## config.mk

```make
export PLATFORM = sky130hd
export DESIGN_NAME = traffic_light_ctrl_flat
export DESIGN_NICKNAME = d
export VERILOG_FILES = /design/src/rtl/traffic_light_ctrl_pkg.sv /design/src/rtl/traffic_light_ctrl_if.sv /design/src/rtl/traffic_light_ctrl_timer.sv /design/src/rtl/traffic_light_ctrl.sv /design/src/flat_wrapper.sv
export SDC_FILE = /design/constraint.sdc
export NUM_CORES = 1
export LEC_CHECK = 0
export CAP_MARGIN = 20
export CORE_MARGIN = 8
export CORE_UTILIZATION = 49
export CTS_BUF_LIST = sky130_fd_sc_hd__clkbuf_4 sky130_fd_sc_hd__clkbuf_8 sky130_fd_sc_hd__clkbuf_16
export CTS_CLUSTER_SIZE = 16
export DETAILED_ROUTE_END_ITERATION = 10
export PLACE_DENSITY = 0.82
export SYNTH_ARGS = -nofsm -noshare
export SYNTH_HDL_FRONTEND = slang
export SYNTH_SLANG_ARGS = --single-unit
```

## constraint.sdc

```tcl
create_clock -name i_clk -period 3.9 [get_ports i_clk]
set_clock_uncertainty 0.1 [all_clocks]
set_input_delay 0.39 -clock i_clk [delete_from_list [all_inputs] [get_ports i_clk]]
set_output_delay 0.39 -clock i_clk [all_outputs]
set_load 0.01 [all_outputs]
```

## src/rtl/traffic_light_ctrl_pkg.sv

```systemverilog
// Shared lamp codes, controller state encoding and approach directions.
package traffic_pkg;

  typedef enum logic [2:0] {
    LAMP_OFF    = 3'b000,
    LAMP_GREEN  = 3'b001,
    LAMP_YELLOW = 3'b010,
    LAMP_RED    = 3'b100
  } lamp_t;

  typedef enum logic [3:0] {
    NS_G  = 4'd0,
    NS_Y  = 4'd1,
    AR_NS = 4'd2,
    EW_G  = 4'd3,
    EW_Y  = 4'd4,
    AR_EW = 4'd5,
    PED   = 4'd6,
    FLASH = 4'd7,
    EMG   = 4'd8
  } state_t;

  localparam logic DIR_NS = 1'b0;
  localparam logic DIR_EW = 1'b1;

endpackage

```

## src/rtl/traffic_light_ctrl_if.sv

```systemverilog
// Request inputs and lamp/status outputs of the intersection controller.
interface traffic_light_ctrl_if;
  import traffic_pkg::*;

  logic   night_mode;
  logic   ped_req;
  logic   emerg_req;
  logic   emerg_dir;
  lamp_t  n_light;
  lamp_t  s_light;
  lamp_t  e_light;
  lamp_t  w_light;
  logic   walk;
  state_t phase;

  modport master (
    output night_mode, ped_req, emerg_req, emerg_dir,
    input  n_light, s_light, e_light, w_light, walk, phase
  );

  modport slave (
    input  night_mode, ped_req, emerg_req, emerg_dir,
    output n_light, s_light, e_light, w_light, walk, phase
  );

endinterface

```

## src/rtl/traffic_light_ctrl_timer.sv

```systemverilog
// Dwell down-counter: load on phase entry, count to zero and hold there; expire while zero.
module phase_timer #(
  parameter int unsigned         CNT_W   = 8,
  parameter logic [CNT_W-1:0]    RST_VAL = '0
) (
  input  logic             i_clk,
  input  logic             i_rst,
  input  logic             i_load,
  input  logic [CNT_W-1:0] i_load_val,
  output logic             o_expire
);

  logic [CNT_W-1:0] r_cnt;

  always_ff @(posedge i_clk) begin
    if (i_rst) begin
      r_cnt <= RST_VAL;
    end else if (i_load) begin
      r_cnt <= i_load_val;
    end else if (r_cnt != '0) begin
      r_cnt <= r_cnt - CNT_W'(1);
    end
  end

  assign o_expire = (r_cnt == '0);

endmodule

```

## src/rtl/traffic_light_ctrl.sv

```systemverilog
// Four-way intersection controller: NS/EW cycle, latched walk phase, night flash, emergency pre-emption.
// Lamp outputs are Moore, decoded from the state register.
module traffic_light_ctrl
  import traffic_pkg::*;
#(
  parameter int unsigned CNT_W      = 8,
  parameter int unsigned T_GREEN_NS = 6,
  parameter int unsigned T_GREEN_EW = 6,
  parameter int unsigned T_YELLOW   = 4,
  parameter int unsigned T_ALLRED   = 1,
  parameter int unsigned T_PED      = 8,
  parameter int unsigned T_FLASH    = 2
) (
  input  logic                 i_clk,
  input  logic                 i_rst,
  traffic_light_ctrl_if.slave  io_tl
);

  state_t           r_state;
  state_t           w_state_nxt;
  logic             r_emg_dir;
  logic             w_emg_dir_nxt;
  logic             r_next_dir;
  logic             r_ped_pend;
  logic             r_flash_on;
  logic             w_expire;
  logic             w_load;
  logic [CNT_W-1:0] w_load_val;
  lamp_t            w_ns;
  lamp_t            w_ew;
  logic             w_walk;

  function automatic logic [CNT_W-1:0] dwell_m1(input state_t s);
    int unsigned t;
    case (s)
      NS_G:        t = T_GREEN_NS;
      EW_G:        t = T_GREEN_EW;
      NS_Y, EW_Y:  t = T_YELLOW;
      AR_NS, AR_EW: t = T_ALLRED;
      PED:         t = T_PED;
      FLASH:       t = T_FLASH;
      default:     t = 1;
    endcase
    return CNT_W'(t - 1);
  endfunction

  // FLASH reloads on its own expiry to produce the on/off half-periods.
  assign w_load     = (w_state_nxt != r_state) || ((r_state == FLASH) && w_expire);
  assign w_load_val = (w_state_nxt == EMG) ? '0 : dwell_m1(w_state_nxt);

  phase_timer #(
    .CNT_W   (CNT_W),
    .RST_VAL (CNT_W'(T_GREEN_NS - 1))
  ) u_timer (
    .i_clk      (i_clk),
    .i_rst      (i_rst),
    .i_load     (w_load),
    .i_load_val (w_load_val),
    .o_expire   (w_expire)
  );

  always_ff @(posedge i_clk) begin
    if (i_rst) begin
      r_state    <= NS_G;
      r_emg_dir  <= DIR_NS;
      r_next_dir <= DIR_EW;
      r_ped_pend <= 1'b0;
      r_flash_on <= 1'b1;
    end else begin
      r_state   <= w_state_nxt;
      r_emg_dir <= w_emg_dir_nxt;
      if (r_state == AR_NS) r_next_dir <= DIR_EW;
      else if (r_state == AR_EW) r_next_dir <= DIR_NS;
      if (io_tl.ped_req && (r_state != PED)) r_ped_pend <= 1'b1;
      else if ((r_state == PED) && w_expire) r_ped_pend <= 1'b0;
      if (r_state != FLASH) r_flash_on <= 1'b1;
      else if (w_expire) r_flash_on <= ~r_flash_on;
    end
  end

  always_comb begin
    w_state_nxt   = r_state;
    w_emg_dir_nxt = r_emg_dir;
    w_ns          = LAMP_RED;
    w_ew          = LAMP_RED;
    w_walk        = 1'b0;
    case (r_state)
      NS_G: begin
        w_ns = LAMP_GREEN;
        if (io_tl.emerg_req && (io_tl.emerg_dir == DIR_EW)) begin
          w_state_nxt = NS_Y;
        end else if (io_tl.emerg_req) begin
          w_state_nxt   = EMG;
          w_emg_dir_nxt = DIR_NS;
        end else if (w_expire) begin
          w_state_nxt = NS_Y;
        end
      end
      NS_Y: begin
        w_ns = LAMP_YELLOW;
        if (w_expire) w_state_nxt = AR_NS;
      end
      EW_G: begin
        w_ew = LAMP_GREEN;
        if (io_tl.emerg_req && (io_tl.emerg_dir == DIR_NS)) begin
          w_state_nxt = EW_Y;
        end else if (io_tl.emerg_req) begin
          w_state_nxt   = EMG;
          w_emg_dir_nxt = DIR_EW;
        end else if (w_expire) begin
          w_state_nxt = EW_Y;
        end
      end
      EW_Y: begin
        w_ew = LAMP_YELLOW;
        if (w_expire) w_state_nxt = AR_EW;
      end
      AR_NS, AR_EW: begin
        if (w_expire) begin
          if (io_tl.emerg_req) begin
            w_state_nxt   = EMG;
            w_emg_dir_nxt = io_tl.emerg_dir;
          end else if (io_tl.night_mode) begin
            w_state_nxt = FLASH;
          end else if (r_ped_pend) begin
            w_state_nxt = PED;
          end else begin
            w_state_nxt = (r_state == AR_NS) ? EW_G : NS_G;
          end
        end
      end
      PED: begin
        w_walk = 1'b1;
        if (w_expire) w_state_nxt = (r_next_dir == DIR_NS) ? NS_G : EW_G;
      end
      EMG: begin
        if (r_emg_dir == DIR_NS) w_ns = LAMP_GREEN;
        else w_ew = LAMP_GREEN;
        if (!io_tl.emerg_req) w_state_nxt = (r_emg_dir == DIR_NS) ? NS_Y : EW_Y;
      end
      FLASH: begin
        w_ns = r_flash_on ? LAMP_YELLOW : LAMP_OFF;
        w_ew = r_flash_on ? LAMP_YELLOW : LAMP_OFF;
        if (!io_tl.night_mode || io_tl.emerg_req) w_state_nxt = AR_EW;
      end
      default: w_state_nxt = NS_G;
    endcase
  end

  assign io_tl.n_light = w_ns;
  assign io_tl.s_light = w_ns;
  assign io_tl.e_light = w_ew;
  assign io_tl.w_light = w_ew;
  assign io_tl.walk    = w_walk;
  assign io_tl.phase   = r_state;

endmodule

```

## src/flat_wrapper.sv

```systemverilog
// flat-port wrapper written by rule: the top's interface ports become plain ports
module traffic_light_ctrl_flat import traffic_pkg::*;
#(
  parameter int unsigned CNT_W      = 8,
  parameter int unsigned T_GREEN_NS = 6,
  parameter int unsigned T_GREEN_EW = 6,
  parameter int unsigned T_YELLOW   = 4,
  parameter int unsigned T_ALLRED   = 1,
  parameter int unsigned T_PED      = 8,
  parameter int unsigned T_FLASH    = 2
)
  (i_clk, i_rst, io_tl_night_mode, io_tl_ped_req, io_tl_emerg_req, io_tl_emerg_dir, io_tl_n_light, io_tl_s_light, io_tl_e_light, io_tl_w_light, io_tl_walk, io_tl_phase);
  traffic_light_ctrl_if io_tl_i ();
  input  logic i_clk;
  input  logic i_rst;
  input wire logic [$bits(io_tl_i.night_mode)-1:0] io_tl_night_mode;
  input wire logic [$bits(io_tl_i.ped_req)-1:0] io_tl_ped_req;
  input wire logic [$bits(io_tl_i.emerg_req)-1:0] io_tl_emerg_req;
  input wire logic [$bits(io_tl_i.emerg_dir)-1:0] io_tl_emerg_dir;
  output wire logic [$bits(io_tl_i.n_light)-1:0] io_tl_n_light;
  output wire logic [$bits(io_tl_i.s_light)-1:0] io_tl_s_light;
  output wire logic [$bits(io_tl_i.e_light)-1:0] io_tl_e_light;
  output wire logic [$bits(io_tl_i.w_light)-1:0] io_tl_w_light;
  output wire logic [$bits(io_tl_i.walk)-1:0] io_tl_walk;
  output wire logic [$bits(io_tl_i.phase)-1:0] io_tl_phase;
  assign io_tl_i.night_mode = io_tl_night_mode;
  assign io_tl_i.ped_req = io_tl_ped_req;
  assign io_tl_i.emerg_req = io_tl_emerg_req;
  assign io_tl_i.emerg_dir = io_tl_emerg_dir;
  assign io_tl_n_light = io_tl_i.n_light;
  assign io_tl_s_light = io_tl_i.s_light;
  assign io_tl_e_light = io_tl_i.e_light;
  assign io_tl_w_light = io_tl_i.w_light;
  assign io_tl_walk = io_tl_i.walk;
  assign io_tl_phase = io_tl_i.phase;
  traffic_light_ctrl #(.CNT_W(CNT_W), .T_GREEN_NS(T_GREEN_NS), .T_GREEN_EW(T_GREEN_EW), .T_YELLOW(T_YELLOW), .T_ALLRED(T_ALLRED), .T_PED(T_PED), .T_FLASH(T_FLASH)) u_core (.i_clk(i_clk), .i_rst(i_rst), .io_tl(io_tl_i));
endmodule
```

==> reports/summary.txt, run 1 <==
Non-Filler Instances -> 274
CTS Buffer Depth -> 2
Post-synthesis mux area share -> 7.019%
Worst-Skew Late Latency -> 0.29 ns
Buf/Inv on CP -> 2
CP arrival -> 3.80 ns
Kind of start point of the critical path -> flop
Slew headroom -> 57.96%
Total gr overflow -> 0
Diodes inserted -> 0
Setup Viol. Count Final -> 0
Mapped Cells -> 207
Drt drc -> 0
GRT Util Overall -> 15.78%
Simple-gate share of the synthesized area -> 31.15%
Die X -> 72.90 um
Unrepaired setup endpoints after global routing -> no
Share of the synthesized area in the top cell type -> 20.19%
Post-CTS Setup Repair Bufs -> 0
Hold Path Class -> flop to flop
Post-layout min period -> 3.679 ns
Internal Power -> 0.3980 mW
Peak supply drop -> 215.8 uV
Adder-Cell Fraction of Synth Area -> 5.521%
First-pass iteration count of the detailed router -> 4
Post-CTS sizing -> 0
Top post-synthesis cells by area -> dfxtp_1, ha_1, a21oi_1
Nets -> 245
Core region area -> 3078 um2
Comb power frac -> 53.6%
Sequential area share after synthesis -> 20.19%
Vias in the first global route -> 1531
Largest family of logic cells by synthesized area -> simple AND/OR/NAND/NOR gates
Flop pwr share -> 32.9%
Power density over the cells -> 351.0 nW/um2
Switching fraction of total power -> 40.48%
Post-route design area -> 1906 um2
Final setup margin -> 0.2215 ns
Layout cells sized above 1 -> 13.91%
Final Wtd Congestion -> 0.9692
Setup TNS -> 0 ns
Mapped Area -> 1587 um2
Chip height -> 72.90 um
Post-synth top flop -> dfxtp_1
NetSw -> 0.2707 mW
Hold buffer count at cts -> 0
First-pass GRT wire length -> 6.886 mm
Slowest CP cell -> or4_1
Die area -> 5314 um2
Vias per inst -> 5.883
CTS tree -> yes
Wire per inst -> 14.85 um
P_leak -> 0.7827 nW
Worst-path maximum fanout -> 6
Final hold vios -> 0
Cell repeated most along the worst path -> ha_1
Largest net degree at the start of global routing -> 19
Total number of vias -> 1612
Final worst path period share -> 94.32%
Count of cell types in the netlist -> 57
Synthesized Nets -> 220
Fmax achieved -> 271.9 MHz
# port buffers -> 22
EDFF count, synth -> 0
Clk sink count -> 16
ANT nets after route -> 0
Yosys Warn Count -> 0
Antenna violations before repair -> 0
Async SR Flop Fraction -> 0%
Worst Tran Pin Value -> 0.6286 ns
CP delay by family, top -> simple AND/OR/NAND/NOR gates
Clk pwr share -> 13.6%
Compound-Gate Fraction of Synth Area -> 22.79%
Detail Placement HPWL -> 3.064 mm
Critical path, cell by cell -> inv_1, ha_1, nor3b_4, and2_2, o221ai_1, a21o_1, nor2_1, inv_1, ha_1, or4_1, o21ai_1, and3_1, ha_1, or3_1, mux2i_1
Routed WL -> 4.068 mm
Critical path endpoint category -> flop
Total of max-cap violations -> 0
CP max stage delay -> 0.52 ns
P&R area growth vs syn -> 20.11%
Cell Area, Placed -> 1874 um2
Row cnt -> 20
Clk slew on worst S/H paths -> 0.10 ns
Dpl ws -> 0.1097 ns
FF+latch count, synth -> 16
Xor/xnor share of the synthesized area -> 4.416%
WP data required -> 4.02 ns
Starting Density -> 51.54%
Num ports -> 23
Status -> complete, no violations
Placed cells -> 271
Slew Viols, Final -> 0
CTS H-tree depth -> 1
Total chip power -> 0.6688 mW
Clock Root Buffer -> clkbuf_4
Kind of critical path -> flop to flop
Starting DRT DRC Count -> 113
Synthesized area per cell -> 7.664 um2
Total CTS buffers -> 3
Leading area contributor after synthesis -> dfxtp_1
-- layout make-up --
cell class | count | area [um2]
multi-input cells | 164 | 1134
flip-flops and latches | 16 | 320.3
well taps | 44 | 55.05
inverters | 9 | 33.78
clock buffers | 3 | 22.52
repair buffers | 38 | 340.3
fillers | 300 | 1172
-- cell usage after synthesis, drive strengths merged, types with 2 or more instances --
| cell | instances |
|---|---|
| and2 | 3 |
| clkbuf | 7 |
| ha | 7 |
| nor3b | 3 |
| nand3 | 7 |
| xnor2 | 3 |
| nor4 | 3 |
| a21oi | 15 |
| a211oi | 3 |
| mux2 | 3 |
| or2 | 6 |
| or3 | 5 |
| o2bb2ai | 2 |
| nor2 | 17 |
| and3 | 4 |
| or4 | 2 |
| dfxtp | 16 |
| inv | 9 |
| nand4 | 2 |
| nand2b | 5 |
| a2111oi | 3 |
| nor2b | 6 |
| buf | 11 |
| a41oi | 2 |
| mux2i | 7 |
| a22oi | 3 |
| a31oi | 3 |
| o21ai | 11 |
| nand2 | 15 |
| nor3 | 4 |
| xor2 | 5 |
-- final timing paths --
path,slack [ns],to,from,cells past startpoint
worst max-delay path,0.22,u_core.u_timer.r_cnt[3]$_SDFFE_PP0P_,u_core.u_timer.r_cnt[1]$_SDFFE_PP0P_,15
worst min-delay path,0.39,u_core.r_ped_pend$_SDFFE_PP0P_,u_core.r_ped_pend$_SDFFE_PP0P_,2
worst min register to register,0.39,u_core.r_ped_pend$_SDFFE_PP0P_,u_core.r_ped_pend$_SDFFE_PP0P_,2
worst max register to register,0.22,u_core.u_timer.r_cnt[3]$_SDFFE_PP0P_,u_core.u_timer.r_cnt[1]$_SDFFE_PP0P_,15
-- cell families (layout without fill, tap and decap cells) --
family,after synthesis,after routing
multiplexers,10,10
AO/OA/AOI/OAI,52,52
XOR/XNOR,8,8
AND/OR/NAND/NOR,87,87
flip-flops,16,16
buffers and inverters,27,50
adder cells (fa/ha/maj),7,7
-- per-stage QoR --
stage | hold slack (ns) | utilization [%]
2_1_floorplan | 0.3578 | -
3_5_place_dp | 0.3811 | 60.89
6_report | 0.3943 | 61.91
3_3_place_gp | 0.3755 | 60.89
5_1_grt | 0.4706 | 61.91
4_1_cts | 0.3962 | 61.63
-- registers in the layout (all words and copies together), names as in the netlist --
name,cells
u_core.r_next_dir,1
u_core.r_ped_pend,1
u_core.u_timer.r_cnt,8
u_core.r_flash_on,1
u_core.io_tl.phase,4
u_core.r_emg_dir,1
-- cell usage in the layout (no fill, tap or decap), types with 4 or more instances in the layout --
| cell type | n |
|---|---|
| o21ai_1 | 4 |
| and3_1 | 4 |
| nand3_1 | 7 |
| buf_4 | 16 |
| nand2b_1 | 5 |
| a21oi_1 | 15 |
| ha_1 | 7 |
| or2_2 | 4 |
| inv_1 | 9 |
| dfxtp_1 | 16 |
| nand2_1 | 14 |
| clkdlybuf4s50_1 | 22 |
| or3_1 | 5 |
| o21ai_0 | 7 |
| mux2i_1 | 7 |
| xor2_1 | 5 |
| nor3_1 | 4 |
| nor2_1 | 17 |
| nor2b_1 | 6 |
-- worst register-to-register path, stage by stage, from the launching register on --
cell      delay [ns]
dfxtp_1         0.35
inv_1           0.07
ha_1            0.19
nor3b_4         0.28
and2_2          0.27
o221ai_1        0.21
a21o_1          0.23
nor2_1          0.12
inv_1           0.07
ha_1            0.22
or4_1           0.52
o21ai_1         0.11
and3_1          0.17
ha_1            0.22
or3_1           0.36
mux2i_1         0.11
-- power by group through the flow --
stage	clock network (mW)	logic, mW	registers, mW
3_3_place_gp	0	0.346	0.217
3_5_place_dp	0	0.349	0.219
5_1_grt	0.102	0.395	0.223
6_report	0.0907	0.358	0.220
2_1_floorplan	0	0.265	0.213
4_1_cts	0.0936	0.351	0.216
-- routing by layer --
metal / routed length [um] / track usage [%]
met2: 1789 / 25.65
met3: 292 / 3.022
met5: 0 / 0
met1: 1941 / 20.27
met4: 44 / 4.889
No activity file was read; power rests on OpenSTA's default activity.
==> run 2: changes to the inputs <==
==> constraint.sdc (replaced) <==
create_clock -name i_clk -period 3.9 [get_ports i_clk]
set_clock_uncertainty 0.1 [all_clocks]
set_input_delay 0.39 -clock i_clk [delete_from_list [all_inputs] [get_ports i_clk]]
set_output_delay 0.39 -clock i_clk [all_outputs]
set_load 0.005 [all_outputs]
==> results of run 2 <==
The final DEF is identical to that of run 1. Status: complete, no violations.
Among the figures that moved: total power 0.6688 mW -> 0.6635 mW
==> run 3: changes to the inputs <==
--- a/config.mk
+++ b/config.mk
@@ -5,13 +5,14 @@
 export SDC_FILE = /design/constraint.sdc
 export NUM_CORES = 1
 export LEC_CHECK = 0
+export ABC_CLOCK_PERIOD_IN_PS = 4600
 export CAP_MARGIN = 20
 export CORE_MARGIN = 8
-export CORE_UTILIZATION = 49
+export CORE_UTILIZATION = 59
 export CTS_BUF_LIST = sky130_fd_sc_hd__clkbuf_4 sky130_fd_sc_hd__clkbuf_8 sky130_fd_sc_hd__clkbuf_16
 export CTS_CLUSTER_SIZE = 16
 export DETAILED_ROUTE_END_ITERATION = 10
-export PLACE_DENSITY = 0.82
+export PLACE_DENSITY = 0.92
 export SYNTH_ARGS = -nofsm -noshare
 export SYNTH_HDL_FRONTEND = slang
 export SYNTH_SLANG_ARGS = --single-unit
==> constraint.sdc (replaced) <==
create_clock -name i_clk -period 4.6 [get_ports i_clk]
set_clock_uncertainty 0.1 [all_clocks]
set_input_delay 0.46 -clock i_clk [delete_from_list [all_inputs] [get_ports i_clk]]
set_output_delay 0.46 -clock i_clk [all_outputs]
set_load 0.005 [all_outputs]
==> reports/summary.txt, run 3 (synthesis gave the netlist of run 1 again) <==
Unrepaired setup endpoints after global routing -> no
Total CTS buffers -> 3
Peak supply drop -> 224.3 uV
CTS Buffer Depth -> 2
Worst-Skew Late Latency -> 0.29 ns
Setup Viol. Count Final -> 0
Vias in the first global route -> 1539
Area occupied by multi-input gates -> 1125 um2
Worst Tran Pin Value -> 0.7273 ns
Layout cells sized above 1 -> 8.716%
# port buffers -> 22
ANT nets after route -> 0
Hold buffer count at cts -> 0
Total of max-cap violations -> 0
Clk sink count -> 16
Power density over the cells -> 309.0 nW/um2
Total gr overflow -> 0
Critical path endpoint category -> flop
CTS H-tree depth -> 1
Post-CTS sizing -> 0
Seq. cell area -> 320.3 um2
Most frequent cells in the layout -> clkdlybuf4s50_1, nor2_1, dfxtp_1, a21oi_1, nand2_1
Drt drc -> 0
Status -> complete, no violations
Diodes inserted -> 0
Cell Area, Placed -> 1760 um2
Total chip power -> 0.5553 mW
Post-route design area -> 1797 um2
Num ports -> 23
Hold Path Class -> flop to flop
Fillers -> 232
Chip height -> 67.86 um
Routed WL -> 4.087 mm
Total number of vias -> 1601
Final Wtd Congestion -> 0.9505
Register bank with the most flops -> u_core.u_timer.r_cnt
Max FFs per register -> 8
Detail Placement HPWL -> 2.958 mm
CTS tree -> yes
Core region area -> 2663 um2
Slew Viols, Final -> 0
Die X -> 67.86 um
Final hold vios -> 0
Antenna violations before repair -> 0
Fmax achieved -> 235.6 MHz
First-pass iteration count of the detailed router -> 4
Worst-path maximum fanout -> 9
GRT Util Overall -> 18.63%
Largest net degree at the start of global routing -> 20
Row cnt -> 19
P&R area growth vs syn -> 13.25%
Wire per inst -> 16.41 um
Post-layout min period -> 4.244 ns
Clock Root Buffer -> clkbuf_4
Vias per inst -> 6.430
Kind of critical path -> flop to flop
Post-CTS Setup Repair Bufs -> 0
Die area -> 4604 um2
Most common cell after layout, fill and taps aside -> clkdlybuf4s50_1
Slew headroom -> 51.36%
CP arrival -> 4.36 ns
Starting DRT DRC Count -> 152
Starting Density -> 59.59%
Nets -> 232
P_leak -> 0.7247 nW
WP data required -> 4.72 ns
Kind of start point of the critical path -> flop
Hold WS -> 0.4111 ns
Setup TNS -> 0 ns
Final worst path period share -> 92.26%
Clk slew on worst S/H paths -> 0.10 ns
First-pass GRT wire length -> 6.989 mm
==> run 3: changes by cell type in the layout (fill, tap and decap cells not counted) <==
| cell | delta |
|---|---|
| a2111oi_0 | +1 |
| a2111oi_1 | -1 |
| and2_1 | +1 |
| and2_2 | -1 |
| buf_4 | -13 |
| clkbuf_8 | +1 |
| nor3b_2 | +1 |
| nor3b_4 | -1 |
==> run 3: worst max-delay path: stages, from the launching register on <==
cell and delay [ns]:
dfxtp_1 0.35, inv_1 0.06, ha_1 0.19, nor3b_2 0.41, and2_1 0.41, o221ai_1 0.23
a21o_1 0.23, nor2_1 0.25, inv_1 0.11, ha_1 0.22, or4_1 0.52, o21ai_1 0.18
and3_1 0.20, ha_1 0.21, or3_1 0.36, mux2i_1 0.14
==> run 3: final timing paths <==
check	from	to	slack (ns)	depth (start not counted)
worst max-delay path	u_core.u_timer.r_cnt[0]$_SDFFE_PP1P_	u_core.u_timer.r_cnt[3]$_SDFFE_PP0P_	0.36	15
worst min-delay path	u_core.r_ped_pend$_SDFFE_PP0P_	u_core.r_ped_pend$_SDFFE_PP0P_	0.41	2
worst max register to register	u_core.u_timer.r_cnt[0]$_SDFFE_PP1P_	u_core.u_timer.r_cnt[3]$_SDFFE_PP0P_	0.36	15
worst min register to register	u_core.r_ped_pend$_SDFFE_PP0P_	u_core.r_ped_pend$_SDFFE_PP0P_	0.41	2
==> run 3: power by group <==
| part | leakage [nW] | internal, mW | switching [mW] |
|---|---|---|---|
| Sequential | 0.131 | 0.158 | 0.0286 |
| Combinational | 0.573 | 0.128 | 0.144 |
| Clock | 0.0210 | 0.0482 | 0.0488 |
==> run 3: metal layers <==
layer	GRT usage [%]	wire length [um]	vias to the layer above
li1	-	-	765
met4	5.627	66	0
met3	4.092	367	11
met2	31.60	1917	88
met5	0	0	-
met1	23.07	1735	737
==> run 3: stage by stage <==
step                      cells  worst slack, ns  utilization (%)
after global placement      245           0.6465            66.12
final                       249           0.3563            67.48
after global routing        249          0.05300            67.48
after detailed placement    245           0.4419            66.12
after floorplan             207           0.9455                -
after CTS                   249           0.3887            67.48
==> run 3: area by class of cell <==
class | instances | share of cell area, %
clock buffers | 4 | 2.020
inverters | 9 | 1.880
multi-input cells | 164 | 62.60
flip-flops and latches | 16 | 17.83
well taps | 31 | 2.159
repair buffers | 25 | 13.51
